===== config.mk =====
export PLATFORM = sky130hd
export DESIGN_NAME = fp_op_arbiter
export DESIGN_NICKNAME = d
export VERILOG_FILES = /design/src/rtl/fp_op_arbiter_pkg.sv /design/src/rtl/rr_grant2.sv /design/src/rtl/fp_op_arbiter.sv
export SDC_FILE = /design/constraint.sdc
export NUM_CORES = 1
export LEC_CHECK = 0
export CAP_MARGIN = 30
export CORE_AREA = 2 2 136 204
export DETAILED_ROUTE_END_ITERATION = 8
export DIE_AREA = 0 0 138 206
export HOLD_SLACK_MARGIN = 0.1
export PLACE_DENSITY = 0.75
export SKIP_LAST_GASP = 1
export SLEW_MARGIN = 20
export SYNTH_ARGS = -nofsm -noshare
export SYNTH_HDL_FRONTEND = slang
export SYNTH_HIERARCHICAL = 1
export SYNTH_SLANG_ARGS = --single-unit

===== constraint.sdc =====
create_clock -name clk -period 2.4 [get_ports clk]
set_input_delay 0.72 -clock clk [delete_from_list [all_inputs] [get_ports clk]]
set_output_delay 0.72 -clock clk [all_outputs]
set_load 0.01 [all_outputs]

===== src/rtl/fp_op_arbiter_pkg.sv =====
// fp_op_arbiter_pkg: shared op encodings, default unit latencies and float word width
package fp_op_arbiter_pkg;
  typedef enum logic {OP_ADD = 1'b0, OP_MUL = 1'b1} op_e;
  localparam int MUL_LAT_DEF = 9;
  localparam int ADD_LAT_DEF = 14;
  localparam int FW = 32;
endpackage


===== src/rtl/rr_grant2.sv =====
// rr_grant2: two-requester round-robin grant whose pointer only moves on contention
module rr_grant2 (
  input  logic       clk,
  input  logic       rst,
  input  logic [1:0] el,
  output logic [1:0] gnt
);
  logic ptr_q, ptr_d;
  always_comb begin
    gnt = &el ? {ptr_q, ~ptr_q} : el;
    ptr_d = &el ? ~ptr_q : ptr_q;
  end
  always_ff @(posedge clk or negedge rst)
    if (!rst) ptr_q <= 1'b0;
    else ptr_q <= ptr_d;
endmodule


===== src/rtl/fp_op_arbiter.sv =====
// fp_op_arbiter: shares one FP adder and one FP multiplier between two requesters
module fp_op_arbiter
  import fp_op_arbiter_pkg::*;
#(
  parameter int MUL_LAT = MUL_LAT_DEF,
  parameter int ADD_LAT = ADD_LAT_DEF
) (
  input  logic               clk,
  input  logic               rst,
  input  logic [1:0]         req_valid,
  input  logic [1:0]         req_op,
  input  logic [1:0][FW-1:0] req_a,
  input  logic [1:0][FW-1:0] req_b,
  output logic [1:0]         req_ready,
  output logic [1:0]         rsp_valid,
  output logic [1:0][FW-1:0] rsp_data,
  output logic [FW-1:0]      mul_a,
  output logic [FW-1:0]      mul_b,
  input  logic [FW-1:0]      mul_result,
  output logic [FW-1:0]      add_a,
  output logic [FW-1:0]      add_b,
  input  logic [FW-1:0]      add_result
);
  logic en_q;
  logic [1:0] busy_q, busy_d, rsp_valid_q, rsp_valid_d;
  logic [1:0] el_add, el_mul, g_add, g_mul, a_hit, m_hit;
  logic [1:0][FW-1:0] rsp_data_q, rsp_data_d;
  logic [FW-1:0] mul_a_q, mul_a_d, mul_b_q, mul_b_d, add_a_q, add_a_d, add_b_q, add_b_d;
  logic [MUL_LAT:0] mv_q, mv_d, mid_q, mid_d;
  logic [ADD_LAT:0] av_q, av_d, aid_q, aid_d;
  always_comb begin
    el_add = '0;
    el_mul = '0;
    for (int i = 0; i < 2; i++) begin
      el_add[i] = en_q && req_valid[i] && !busy_q[i] && op_e'(req_op[i]) == OP_ADD;
      el_mul[i] = en_q && req_valid[i] && !busy_q[i] && op_e'(req_op[i]) == OP_MUL;
    end
  end
  rr_grant2 u_add_rr (.clk(clk), .rst(rst), .el(el_add), .gnt(g_add));
  rr_grant2 u_mul_rr (.clk(clk), .rst(rst), .el(el_mul), .gnt(g_mul));
  assign req_ready = g_add | g_mul;
  always_comb begin
    add_a_d = |g_add ? req_a[g_add[1]] : add_a_q;
    add_b_d = |g_add ? req_b[g_add[1]] : add_b_q;
    mul_a_d = |g_mul ? req_a[g_mul[1]] : mul_a_q;
    mul_b_d = |g_mul ? req_b[g_mul[1]] : mul_b_q;
    av_d = {av_q[ADD_LAT-1:0], |g_add};
    aid_d = {aid_q[ADD_LAT-1:0], g_add[1]};
    mv_d = {mv_q[MUL_LAT-1:0], |g_mul};
    mid_d = {mid_q[MUL_LAT-1:0], g_mul[1]};
    a_hit = {2{av_q[ADD_LAT]}} & {aid_q[ADD_LAT], ~aid_q[ADD_LAT]};
    m_hit = {2{mv_q[MUL_LAT]}} & {mid_q[MUL_LAT], ~mid_q[MUL_LAT]};
    rsp_valid_d = a_hit | m_hit;
    rsp_data_d = rsp_data_q;
    for (int i = 0; i < 2; i++)
      rsp_data_d[i] = a_hit[i] ? add_result : m_hit[i] ? mul_result : rsp_data_q[i];
    busy_d = (busy_q | req_ready) & ~rsp_valid_q;
  end
  always_ff @(posedge clk or negedge rst)
    if (!rst) begin
      en_q <= 1'b0;
      busy_q <= '0;
      rsp_valid_q <= '0;
      rsp_data_q <= '0;
      mul_a_q <= '0;
      mul_b_q <= '0;
      add_a_q <= '0;
      add_b_q <= '0;
      mv_q <= '0;
      mid_q <= '0;
      av_q <= '0;
      aid_q <= '0;
    end else begin
      en_q <= 1'b1;
      busy_q <= busy_d;
      rsp_valid_q <= rsp_valid_d;
      rsp_data_q <= rsp_data_d;
      mul_a_q <= mul_a_d;
      mul_b_q <= mul_b_d;
      add_a_q <= add_a_d;
      add_b_q <= add_b_d;
      mv_q <= mv_d;
      mid_q <= mid_d;
      av_q <= av_d;
      aid_q <= aid_d;
    end
  assign rsp_valid = rsp_valid_q;
  assign rsp_data = rsp_data_q;
  assign mul_a = mul_a_q;
  assign mul_b = mul_b_q;
  assign add_a = add_a_q;
  assign add_b = add_b_q;
endmodule


==> impl_results.md <==
- Status: complete, but fails checks
- Violated checks: negative setup slack
- Synthesized instance count: 887
- TritonRoute pass-1 iters: 4
- Total global routing track utilization: roughly a fifth
- Antenna violation net count after detailed routing: 0
- Cell at the root of the clock tree: clkbuf_16
- Die width: 138 um
- Post-Synthesis Mean Instance Area: 11.82 um2
- CTS max path bufs: 3
- Most common cell after layout, fill and taps aside: clkdlybuf4s50_1
- Startpoint-to-endpoint class of the critical path: flop to output pin
- Sequential cell area in the final layout: between 0.006 and 0.007 mm2
- Synth warnings: 6
- Setup repair after global routing missed its margin: true
- Power density of the placed cells: 1126 mW/mm2
- Number of endpoints with negative hold slack in the final report: 0
- Fill cells: 2231
- Total met3 wirelength after detailed routing: 2.395 mm
- Wire length of the first global-routing pass: 47.90 mm
- Count of pins over their slew limit: 0
- Total wire length after detailed routing: just over 30 mm
- Total gr overflow: 0
- Maximum VDD drop: 0.8138 mV
- Post-synthesis sequential area ratio: 59.43%
- Kind of end point of the critical path: output pin
- Final Net Count: 1476
- Initial drt markers: 264
- Worst setup slack after layout: -129.5 ps
- Area grow syn2layout: 50.87%
- Arrival time reported for the critical path endpoint: 1810 ps
- Synthesized area: between 0.01 and 0.015 mm2
- Crit path max fanout: 2
- Total area of multi-input combinational cells: 0.004034 mm2
- Worst relative slew slack: 55.17%
- Post-synthesis sequential element count: 249
- Final critical path time including I/O delays and setup: around 2500 ps
- Met1 routed wirelength after detailed routing: 11.88 mm
- Clock Skews: 10.57 ps
- Top routing layer in use: met4
- I/O pins: 394
- Vias per cell: 4.973
- Mapped Nets: 1085
- Source-to-sink clock delay at the later pin of the worst-skew pair: 540 ps
- Setup TNS: -269.6 ps
- Total CTS buffers: 25
- Row count: 74
- Vias in the first global route: 8472
- Number of H-tree levels: 1
- Post-cts hold buffer count: 0
- Class of the tightest hold or removal check: input port to async pin
- Share of layout cells above drive strength 1: 11.19%
- CTS tree: built
- Area of the core region: 0.02685 mm2
- Leakage dissipation: 6.678 nW
- Clock-pin slew on the worst setup and hold paths: 60 ps
- Critical path required time: 1680 ps
- GPL Wtd Cong: a little under 0.9
- Final Cycle Share: 105.4%
- Final setup vio count: 5
- Clock Sink Count: 249
- Achievable Freq: between 300 and 400 MHz
- HPWL after DPL: roughly 22 mm
- Reg2Reg Depth: 8
- Setup crit start kind: flop
- Count of unique library cells instantiated by Yosys: 23
- Routed length per instance: 18.96 um
- Number of vias after detailed routing: ~8200
- Maximum number of pins on one net before global-route repair: 75
- Die height: 206 um
- Number of maximum-capacitance constraint violations: 0
- Met2 wire length: 15.56 mm
- Fin util: 58.91%
- Initial standard-cell utilization of the core: 39.05%
- Worst Tran Pin Value: 672.4 ps
- Number of antenna violations at the first check in global routing: 1
- Number of port buffers: approximately 400
- Commonest non-fill, non-tap cells in the layout: clkdlybuf4s50_1, dfrtp_1, nand2_1, mux2i_1, o21ai_0
- DRC errors left: 0
- Total die area: 0.02843 mm2
final cells by class:
| type | count | area share, % |
|---|---|---|
| sequential | 249 | 39.40 |
| timing repair buffer | 424 | 27.11 |
| multi-input combinational | 575 | 25.50 |
| clock buffer | 33 | 4.461 |
| tap | 342 | 2.705 |
| clock inverter | 12 | 0.7356 |
| inverter | 3 | 0.07119 |
| antenna | 1 | 0.01582 |
critical path, stage by stage, from the launching register on:
cell and delay (ps):
dfrtp_1 380, nand2_2 70, nor3b_2 220, buf_4 150, a21boi_4 180, or2_4 160
buf_6 110
cells in the mapped netlist:
library cell,instances,share of area (%)
a21boi_0,2,0.14
a21boi_1,2,0.14
a21oi_1,4,0.19
a22oi_1,1,0.072
buf_2,21,1.0
buf_4,2,0.14
buf_6,4,0.43
clkbuf_1,33,1.2
conb_1,1,0.036
dfrtp_1,249,59
inv_1,3,0.11
mux2_1,8,0.86
mux2_2,32,3.4
mux2_4,20,2.9
mux2i_1,162,15
nand2_1,165,5.9
nand2b_1,2,0.12
nor2_1,8,0.29
nor3_1,2,0.095
nor3b_1,2,0.14
o21ai_0,158,7.5
or2_2,4,0.24
xnor2_1,2,0.17
routing by layer:
layer,GRT usage [%],vias up
li1,-,3835
met1,24.73,3933
met2,36.53,325
met3,6.325,58
met4,9.621,0
met5,0,-
state kept, by name, indices dropped and copies added, names as in the netlist:
name	flops
add_b	32
busy_q	2
u_add_rr/ptr_q	1
av_q	15
rsp_data	64
mv_q	10
add_a	32
en_q	1
mul_b	32
aid_q	15
mul_a	32
u_mul_rr/ptr_q	1
rsp_valid	2
mid_q	10
stage by stage:
| stage | instance area (um2) | worst slack, ps | hold slack [ps] | total power [mW] | instances |
|---|---|---|---|---|---|
| after detailed placement | 14960 | -862.6 | 334.7 | 14.02 | 1591 |
| after global routing | 15820 | -216.1 | 142.0 | 18.82 | 1638 |
| after global placement | 14960 | -815.6 | 333.3 | 13.86 | 1591 |
| final | 15820 | -129.5 | 116.2 | 17.82 | 1639 |
| after floorplan | 10500 | -2.435 | 331.2 | 9.405 | 887 |
| after CTS | 15800 | -145.2 | 124.5 | 18.04 | 1637 |
timing repair:
action / CTS / global route
gates cloned: 0 / 0
pin swaps: 4 / 3
endpoints found under the setup margin: 87 / 61
resized for setup: 21 / 2
buffers inserted: 1 / 1
path summary, 6_finish.rpt:
kind	startpoint	endpoint	slack, ps
min in group clk	av_q[2]$_DFF_PN0_	av_q[3]$_DFF_PN0_	340
max in group asynchronous	rst	busy_q[0]$_DFF_PN0_	1580
worst max-delay path	en_q$_DFF_PN0_	req_ready[0]	-130
worst max register to register	en_q$_DFF_PN0_	mul_a[13]$_DFFE_PN0P_	-10
worst min register to register	av_q[2]$_DFF_PN0_	av_q[3]$_DFF_PN0_	340
worst min-delay path	rst	add_b[10]$_DFFE_PN0P_	120
report_power, final:
part | internal, mW | switching [mW] | leakage, nW | total [mW]
Sequential | 5.91 | 1.01 | 3.02 | 6.93
Combinational | 4.10 | 2.89 | 3.25 | 7.00
Clock | 2.20 | 1.70 | 0.406 | 3.89
logic make-up after synthesis:
family / after synthesis / synth area share [%]
muxes: 222 / 22.63
and+or+nand+nor: 183 / 6.790
buffers and inverters: 63 / 2.864
other: 1 / 0.03577
xor gates and xnor gates: 2 / 0.1671
DFF: 249 / 59.43
AOI/OAI and AO/OA: 167 / 8.091
(Power assumes the default switching activity.)
